--- config.mk ---
export PLATFORM = sky130hd
export DESIGN_NAME = mag_window_stats_flat
export DESIGN_NICKNAME = d
export VERILOG_FILES = /design/src/rtl/mag_stats_pkg.sv /design/src/rtl/mag_window_stats_if.sv /design/src/rtl/mag_ring_buffer.sv /design/src/rtl/mag_window_stats.sv /design/src/flat_wrapper.sv
export SDC_FILE = /design/constraint.sdc
export NUM_CORES = 1
export LEC_CHECK = 0
export BUFFER_PORTS_ARGS = -buffer_cell sky130_fd_sc_hd__buf_2
export CORE_ASPECT_RATIO = 1.25
export CORE_MARGIN = 10
export CORE_UTILIZATION = 35
export DETAILED_ROUTE_END_ITERATION = 8
export PLACE_DENSITY = 0.51
export SLEW_MARGIN = 20
export SYNTH_ARGS = -nofsm -noshare
export SYNTH_HDL_FRONTEND = slang
export SYNTH_HIERARCHICAL = 1
export SYNTH_SLANG_ARGS = --single-unit
--- constraint.sdc ---
create_clock -name clk -period 3.3 [get_ports clk]
set_clock_uncertainty 0.05 [all_clocks]
set_input_delay 0.165 -clock clk [delete_from_list [all_inputs] [get_ports clk]]
set_output_delay 0.165 -clock clk [all_outputs]
set_load 0.01 [all_outputs]
--- src/rtl/mag_stats_pkg.sv ---
`default_nettype none
// ============================================================================
// Package     : mag_stats_pkg
// Description : Shared types and constants for the magnitude window-statistics
//               stage: FSM state enum, sample width and sum-width helper.
// Revision    : 1.0 - initial release
// ============================================================================
package mag_stats_pkg;

  localparam int MAG_W = 8;

  typedef enum logic [0:0] {
    ST_BELOW = 1'b0,
    ST_ABOVE = 1'b1
  } stats_state_t;

  // A window of 2^win_log2 samples of MAG_W bits sums without overflow in this width
  function automatic int sum_width(input int win_log2);
    return MAG_W + win_log2;
  endfunction

endpackage
`default_nettype wire

--- src/rtl/mag_window_stats_if.sv ---
`default_nettype none
// ============================================================================
// Interface   : mag_window_stats_if
// Description : Sample stream, control and status bundle between the
//               magnitude stage / status consumer (master) and the
//               window-statistics block (slave).
// Revision    : 1.0 - initial release
// ============================================================================
interface mag_window_stats_if;

  logic       ena;
  logic       mag_valid;
  logic [7:0] mag_in;
  logic [7:0] thresh;
  logic       clear;
  logic [7:0] avg_out;
  logic [7:0] peak_out;
  logic       win_full;
  logic       stats_valid;
  logic       over_evt;
  logic       above;

  modport master (
    output ena, mag_valid, mag_in, thresh, clear,
    input  avg_out, peak_out, win_full, stats_valid, over_evt, above
  );

  modport slave (
    input  ena, mag_valid, mag_in, thresh, clear,
    output avg_out, peak_out, win_full, stats_valid, over_evt, above
  );

endinterface
`default_nettype wire

--- src/rtl/mag_ring_buffer.sv ---
`default_nettype none
// ============================================================================
// Module      : mag_ring_buffer
// Description : 2^WIN_LOG2-deep ring of magnitude samples. Presents the entry
//               about to be overwritten (the oldest) combinationally so the
//               running sum can retire it in the same cycle.
// Revision    : 1.0 - initial release
// ============================================================================
module mag_ring_buffer
  import mag_stats_pkg::*;
#(
  parameter int WIN_LOG2 = 3
) (
  input  wire logic             clk,
  input  wire logic             rst,
  input  wire logic             clear,
  input  wire logic             wr_en,
  input  wire logic [MAG_W-1:0] wr_data,
  output      logic [MAG_W-1:0] oldest
);

  localparam int DEPTH = 1 << WIN_LOG2;

  logic [MAG_W-1:0]    mem [DEPTH];
  logic [WIN_LOG2-1:0] wr_ptr;

  // Pointer wraps naturally at DEPTH; zeroed entries make the fill phase uniform
  always_ff @(posedge clk or posedge rst) begin
    if (rst) begin
      wr_ptr <= '0;
      for (int i = 0; i < DEPTH; i++) mem[i] <= '0;
    end else if (clear) begin
      wr_ptr <= '0;
      for (int i = 0; i < DEPTH; i++) mem[i] <= '0;
    end else if (wr_en) begin
      mem[wr_ptr] <= wr_data;
      wr_ptr      <= wr_ptr + 1'b1;
    end
  end

  assign oldest = mem[wr_ptr];

endmodule
`default_nettype wire

--- src/rtl/mag_window_stats.sv ---
`default_nettype none
// ============================================================================
// Module      : mag_window_stats
// Description : Sliding-window moving average, peak hold and hysteretic
//               over-threshold event on the 8-bit magnitude stream.
//               Optional feature macro: MAG_STATS_PEAK_EN (peak-hold register;
//               when undefined peak_out is tied to 0).
// Revision    : 1.0 - initial release
// ============================================================================
module mag_window_stats
  import mag_stats_pkg::*;
#(
  parameter int WIN_LOG2 = 3,
  parameter int HYST     = 4
) (
  input wire logic          clk,
  input wire logic          rst,
  mag_window_stats_if.slave bus
);

  localparam int                DEPTH  = 1 << WIN_LOG2;
  localparam int                SUM_W  = sum_width(WIN_LOG2);
  localparam int                CNT_W  = WIN_LOG2 + 1;
  localparam logic [MAG_W-1:0]  HYST_V = MAG_W'(HYST);
  localparam logic [CNT_W-1:0]  FULL_V = CNT_W'(DEPTH);

  logic             accept;
  logic             flush;
  logic [MAG_W-1:0] oldest;
  logic [MAG_W-1:0] avg;
  logic [MAG_W-1:0] fall_level;
  logic             full;
  logic [SUM_W-1:0] sum;
  logic [CNT_W-1:0] count;
  logic             stats_valid_r;
  logic             over_evt_r;
  stats_state_t     state;

  // clear only acts in enabled cycles, since ena low ignores every input
  assign accept = bus.ena & bus.mag_valid & ~bus.clear;
  assign flush  = bus.ena & bus.clear;

  mag_ring_buffer #(.WIN_LOG2(WIN_LOG2)) u_ring (
    .clk     (clk),
    .rst     (rst),
    .clear   (flush),
    .wr_en   (accept),
    .wr_data (bus.mag_in),
    .oldest  (oldest)
  );

  // Always divide by full depth, so fill-phase averages ramp up from zero
  assign avg  = sum[SUM_W-1:WIN_LOG2];
  assign full = (count == FULL_V);

  // Falling threshold clamps at zero; with thresh < HYST the ABOVE state is sticky
  assign fall_level = (bus.thresh >= HYST_V) ? (bus.thresh - HYST_V) : '0;

  // Running sum retires the overwritten entry; count saturates at depth
  always_ff @(posedge clk or posedge rst) begin
    if (rst) begin
      sum           <= '0;
      count         <= '0;
      stats_valid_r <= 1'b0;
    end else begin
      stats_valid_r <= accept;
      if (flush) begin
        sum   <= '0;
        count <= '0;
      end else if (accept) begin
        sum <= sum + SUM_W'(bus.mag_in) - SUM_W'(oldest);
        if (!full) count <= count + 1'b1;
      end
    end
  end

  // Threshold FSM looks at the registered average, so it trails the sum by one edge
  always_ff @(posedge clk or posedge rst) begin
    if (rst) begin
      state      <= ST_BELOW;
      over_evt_r <= 1'b0;
    end else begin
      over_evt_r <= 1'b0;
      if (bus.ena) begin
        if (bus.clear) begin
          state <= ST_BELOW;
        end else begin
          case (state)
            ST_BELOW: if (full && (avg > bus.thresh)) begin
              state      <= ST_ABOVE;
              over_evt_r <= 1'b1;
            end
            ST_ABOVE: if (avg < fall_level) state <= ST_BELOW;
            default:  state <= ST_BELOW;
          endcase
        end
      end
    end
  end

`ifdef MAG_STATS_PEAK_EN
  logic [MAG_W-1:0] peak;

  // Peak hold since reset or clear
  always_ff @(posedge clk or posedge rst) begin
    if (rst) begin
      peak <= '0;
    end else if (flush) begin
      peak <= '0;
    end else if (accept && (bus.mag_in > peak)) begin
      peak <= bus.mag_in;
    end
  end

  assign bus.peak_out = peak;
`else
  assign bus.peak_out = '0;
`endif

  assign bus.avg_out     = avg;
  assign bus.win_full    = full;
  assign bus.stats_valid = stats_valid_r;
  assign bus.over_evt    = over_evt_r;
  assign bus.above       = (state == ST_ABOVE);

endmodule
`default_nettype wire

--- src/flat_wrapper.sv ---
// flat-port wrapper written by rule: the top's interface ports become plain ports
module mag_window_stats_flat import mag_stats_pkg::*;
#(
  parameter int WIN_LOG2 = 3,
  parameter int HYST     = 4
)
  (clk, rst, bus_ena, bus_mag_valid, bus_mag_in, bus_thresh, bus_clear, bus_avg_out, bus_peak_out, bus_win_full, bus_stats_valid, bus_over_evt, bus_above);
  mag_window_stats_if bus_i ();
  input wire logic clk;
  input wire logic rst;
  input wire logic [$bits(bus_i.ena)-1:0] bus_ena;
  input wire logic [$bits(bus_i.mag_valid)-1:0] bus_mag_valid;
  input wire logic [$bits(bus_i.mag_in)-1:0] bus_mag_in;
  input wire logic [$bits(bus_i.thresh)-1:0] bus_thresh;
  input wire logic [$bits(bus_i.clear)-1:0] bus_clear;
  output wire logic [$bits(bus_i.avg_out)-1:0] bus_avg_out;
  output wire logic [$bits(bus_i.peak_out)-1:0] bus_peak_out;
  output wire logic [$bits(bus_i.win_full)-1:0] bus_win_full;
  output wire logic [$bits(bus_i.stats_valid)-1:0] bus_stats_valid;
  output wire logic [$bits(bus_i.over_evt)-1:0] bus_over_evt;
  output wire logic [$bits(bus_i.above)-1:0] bus_above;
  assign bus_i.ena = bus_ena;
  assign bus_i.mag_valid = bus_mag_valid;
  assign bus_i.mag_in = bus_mag_in;
  assign bus_i.thresh = bus_thresh;
  assign bus_i.clear = bus_clear;
  assign bus_avg_out = bus_i.avg_out;
  assign bus_peak_out = bus_i.peak_out;
  assign bus_win_full = bus_i.win_full;
  assign bus_stats_valid = bus_i.stats_valid;
  assign bus_over_evt = bus_i.over_evt;
  assign bus_above = bus_i.above;
  mag_window_stats #(.WIN_LOG2(WIN_LOG2), .HYST(HYST)) u_core (.clk(clk), .rst(rst), .bus(bus_i));
endmodule
==> metrics <==
CP max stage cell mux4_2; total number of vias 4183; Tightest Pin Transition 0.7383 ns; largest net degree at the start of global routing 38; Power Density roughly 610 nW/um2; drt initial violations 290; hold_ws 0.09796 ns; Root Driver clkbuf_16; worst-skew pair later-pin latency 0.34 ns; Cell Area, Placed 5874 um2; dpl ws -0.1488 ns; arrival time at the worst endpoint 3.54 ns; CP dominant cell by count mux2i_1; routability cong. 0.8314; WL final 14160 um; CTS tree yes; die area ~21000 um2; number of H-tree levels 3; Post-Place Cells 808; CORE AREA 15510 um2; effective utilization at floorplan 35.50%; post-DP HPWL 9941 um; flop2flop setup slack -0.02 ns; Fmax 0.3011 GHz; Clock Sinks 85; setup TNS -0.03353 ns; worst-path fanout max 4; Max-slew headroom 50.57%; # Max-Cap Violations 0; worst hold path type input port to flip-flop; Yosys cell types 56; Final Critical Period 3.321 ns; Critical Path Max Stage Delay 0.49 ns; sequential share of the synthesized area 38.64%; final max-slew violation count 0; outcome complete, but fails checks; worst path required time 3.51 ns; setup ws final -0.02113 ns; total iterations of the first detailed-routing run 4; Crit. Startpoint u_core/u_ring/wr_ptr[0]; Synth Flop Type dfrtp_1; Area Overhead vs Synth 16.05%; Setup crit start kind flip-flop; worst r2r src u_core/u_ring/wr_ptr[0]; WS Path Type flip-flop to flip-flop; Final setup viols 2; RSZ-0062 raised after global routing true; Core Rows a little over 50; Hold Startpoint bus_mag_in[4]; Post-DRT Antenna Nets 0; Synth area leaders dfrtp_1 (39%), nand2_1 (7.1%), ha_1 (7.0%); Ys Warns 6; EDFF count, synth 0; area of the multi-input gates ~3000 um2; first-pass GRT wire length 23580 um; NumNets Final 675; Seq. cell area about 2100 um2; async set-reset flop share out of synthesis 100.0%; Finished Cell Area 6389 um2; CP Cell Sequence buf_6 -> mux4_2 -> mux2_4 -> fa_1 -> inv_2 -> fa_2 -> a211oi_4 -> o211ai_1 -> nand2_1 -> mux2i_1 -> mux2i_1; die extent in y 160.2 um; TritonCTS buffer count 9; critical path capture point type flip-flop; GRT Resource Usage Total 13.60%; Die W 132.2 um; final worst-path cycle share 100.6%; leakage power 2.907 nW; # IOs 41; Cell Area, Synth between 5000 and 6000 um2; total gr overflow 0; Reg clk slew, reported paths approximately 0.070 ns; worst vdd ir 246.7 uV; DRC viols 0; FILL cells 1525; fin cells 833; antenna violations before repair 0; final hold vios 0; buffers added on ports 32; biggest area consumer among synthesized cells dfrtp_1; post-synth top area share 38.64%; vias in the first global route 4324; overall power just under 4 mW; WL/cell roughly 17 um; Synth Register Bits 85; mean post-synth cell area 9.411 um2; clock tree buffer depth 2; violated checks negative setup slack; share of post-route cells with drive strength above 1 20.16%; cells after synthesis 585; fin util between 40% and 50%; vias per inst 5.022
-- Yosys cell counts (10+ instances only) --
cell and count:
mux4_1 10, clkbuf_1 18, nand3_1 15, a21oi_1 55, ha_1 31, nand2_1 104
dfrtp_1 85, o21ai_0 15, nor2_1 41, buf_4 21, mux2i_1 30, inv_1 49
-- layout make-up --
cell class | count | area share (%)
well taps | 212 | 4.152
diodes | 1 | 0.03917
clock inverters | 7 | 0.8030
flip-flops and latches | 85 | 33.33
clock buffers | 9 | 3.525
multi-input cells | 404 | 47.69
inverters | 50 | 2.938
repair buffers | 65 | 7.521
-- report_power, final --
group | switching [mW] | leakage, nW | internal, mW
Clock | 0.437 | 0.132 | 0.512
Combinational | 0.906 | 1.61 | 0.842
Sequential | 0.0911 | 1.17 | 1.12
Total | 1.43 | 2.91 | 2.47
-- repair_timing --
item	4_1_cts	5_1_grt
gates cloned	1	0
buffers inserted	6	0
gates resized for setup	12	21
hold endpoints to repair	49	0
pin swaps	7	8
setup endpoints to repair	7	7
hold buffers	1	0
-- critical path, delay by kind of cell (launching register included) --
kind | cells | cell delay, ns
buffers and inverters | 2 | 0.18
flip-flops | 1 | 0.43
adder cells (fa/ha/maj) | 2 | 0.85
AO/OA/AOI/OAI | 2 | 0.40
AND/OR/NAND/NOR | 1 | 0.12
multiplexers | 4 | 1.21
-- registers in the layout, indices dropped and copies added (netlist names) --
register and cells:
u_core/bus.above 1, u_core/u_ring/wr_ptr 3, u_core/count 4, u_core/bus.over_evt 1
u_core/bus.stats_valid 1, u_core/sum 11, u_core/u_ring/mem 64
-- path summary, 6_finish.rpt --
check | end | cells past startpoint
worst max-delay path | u_core/sum[10] | 11
worst min-delay path | u_core/u_ring/mem[12] | 3
worst max register to register | u_core/sum[10] | 11
worst min register to register | u_core/u_ring/mem[51] | 2
max in group asynchronous | u_core/u_ring/mem[31] | 4
min in group asynchronous | u_core/bus.stats_valid | 3
-- routing by layer --
metal  GRT usage [%]  share of wire [%]  wire length (um)  vias up
met5               0                  0                 0        -
met1           16.72                 44              6281     2064
li1                -                  -                 -     2025
met2           23.57                 50              7090       75
met4           4.409                1.9               265        0
met3           2.323                3.7               522       19
-- cell families (layout without fill, tap and decap cells) --
group / Yosys count / after routing / synth area share [%]
DFF: 85 / 85 / 38.64
other: 1 / 9 / 0.06812
AOI/OAI and AO/OA: 95 / 95 / 10.07
buffers and inverters: 103 / 131 / 9.068
xor gates and xnor gates: 14 / 14 / 2.227
adders and majority gates: 39 / 39 / 9.954
and+or+nand+nor: 199 / 199 / 17.50
muxes: 49 / 49 / 12.48
-- placed cells by master (no fill, tap or decap), types with 3 or more instances in the layout --
cell type,count
a21o_1,3
a21oi_1,51
a21oi_2,4
and4b_1,4
and4bb_2,3
buf_12,3
buf_2,32
buf_4,26
clkbuf_16,9
conb_1,8
dfrtp_1,83
fa_1,7
ha_1,24
ha_4,7
inv_1,46
inv_2,4
mux2_2,3
mux2_4,4
mux2i_1,30
mux4_1,7
mux4_2,5
nand2_1,103
nand3_1,15
nand3b_1,4
nand4_1,5
nand4b_1,3
nor2_1,41
nor2b_1,3
nor3_1,4
o21ai_0,10
o21ai_1,4
o31ai_1,3
xnor2_1,6
xor2_1,8
Power figures use the tool's default switching activity.
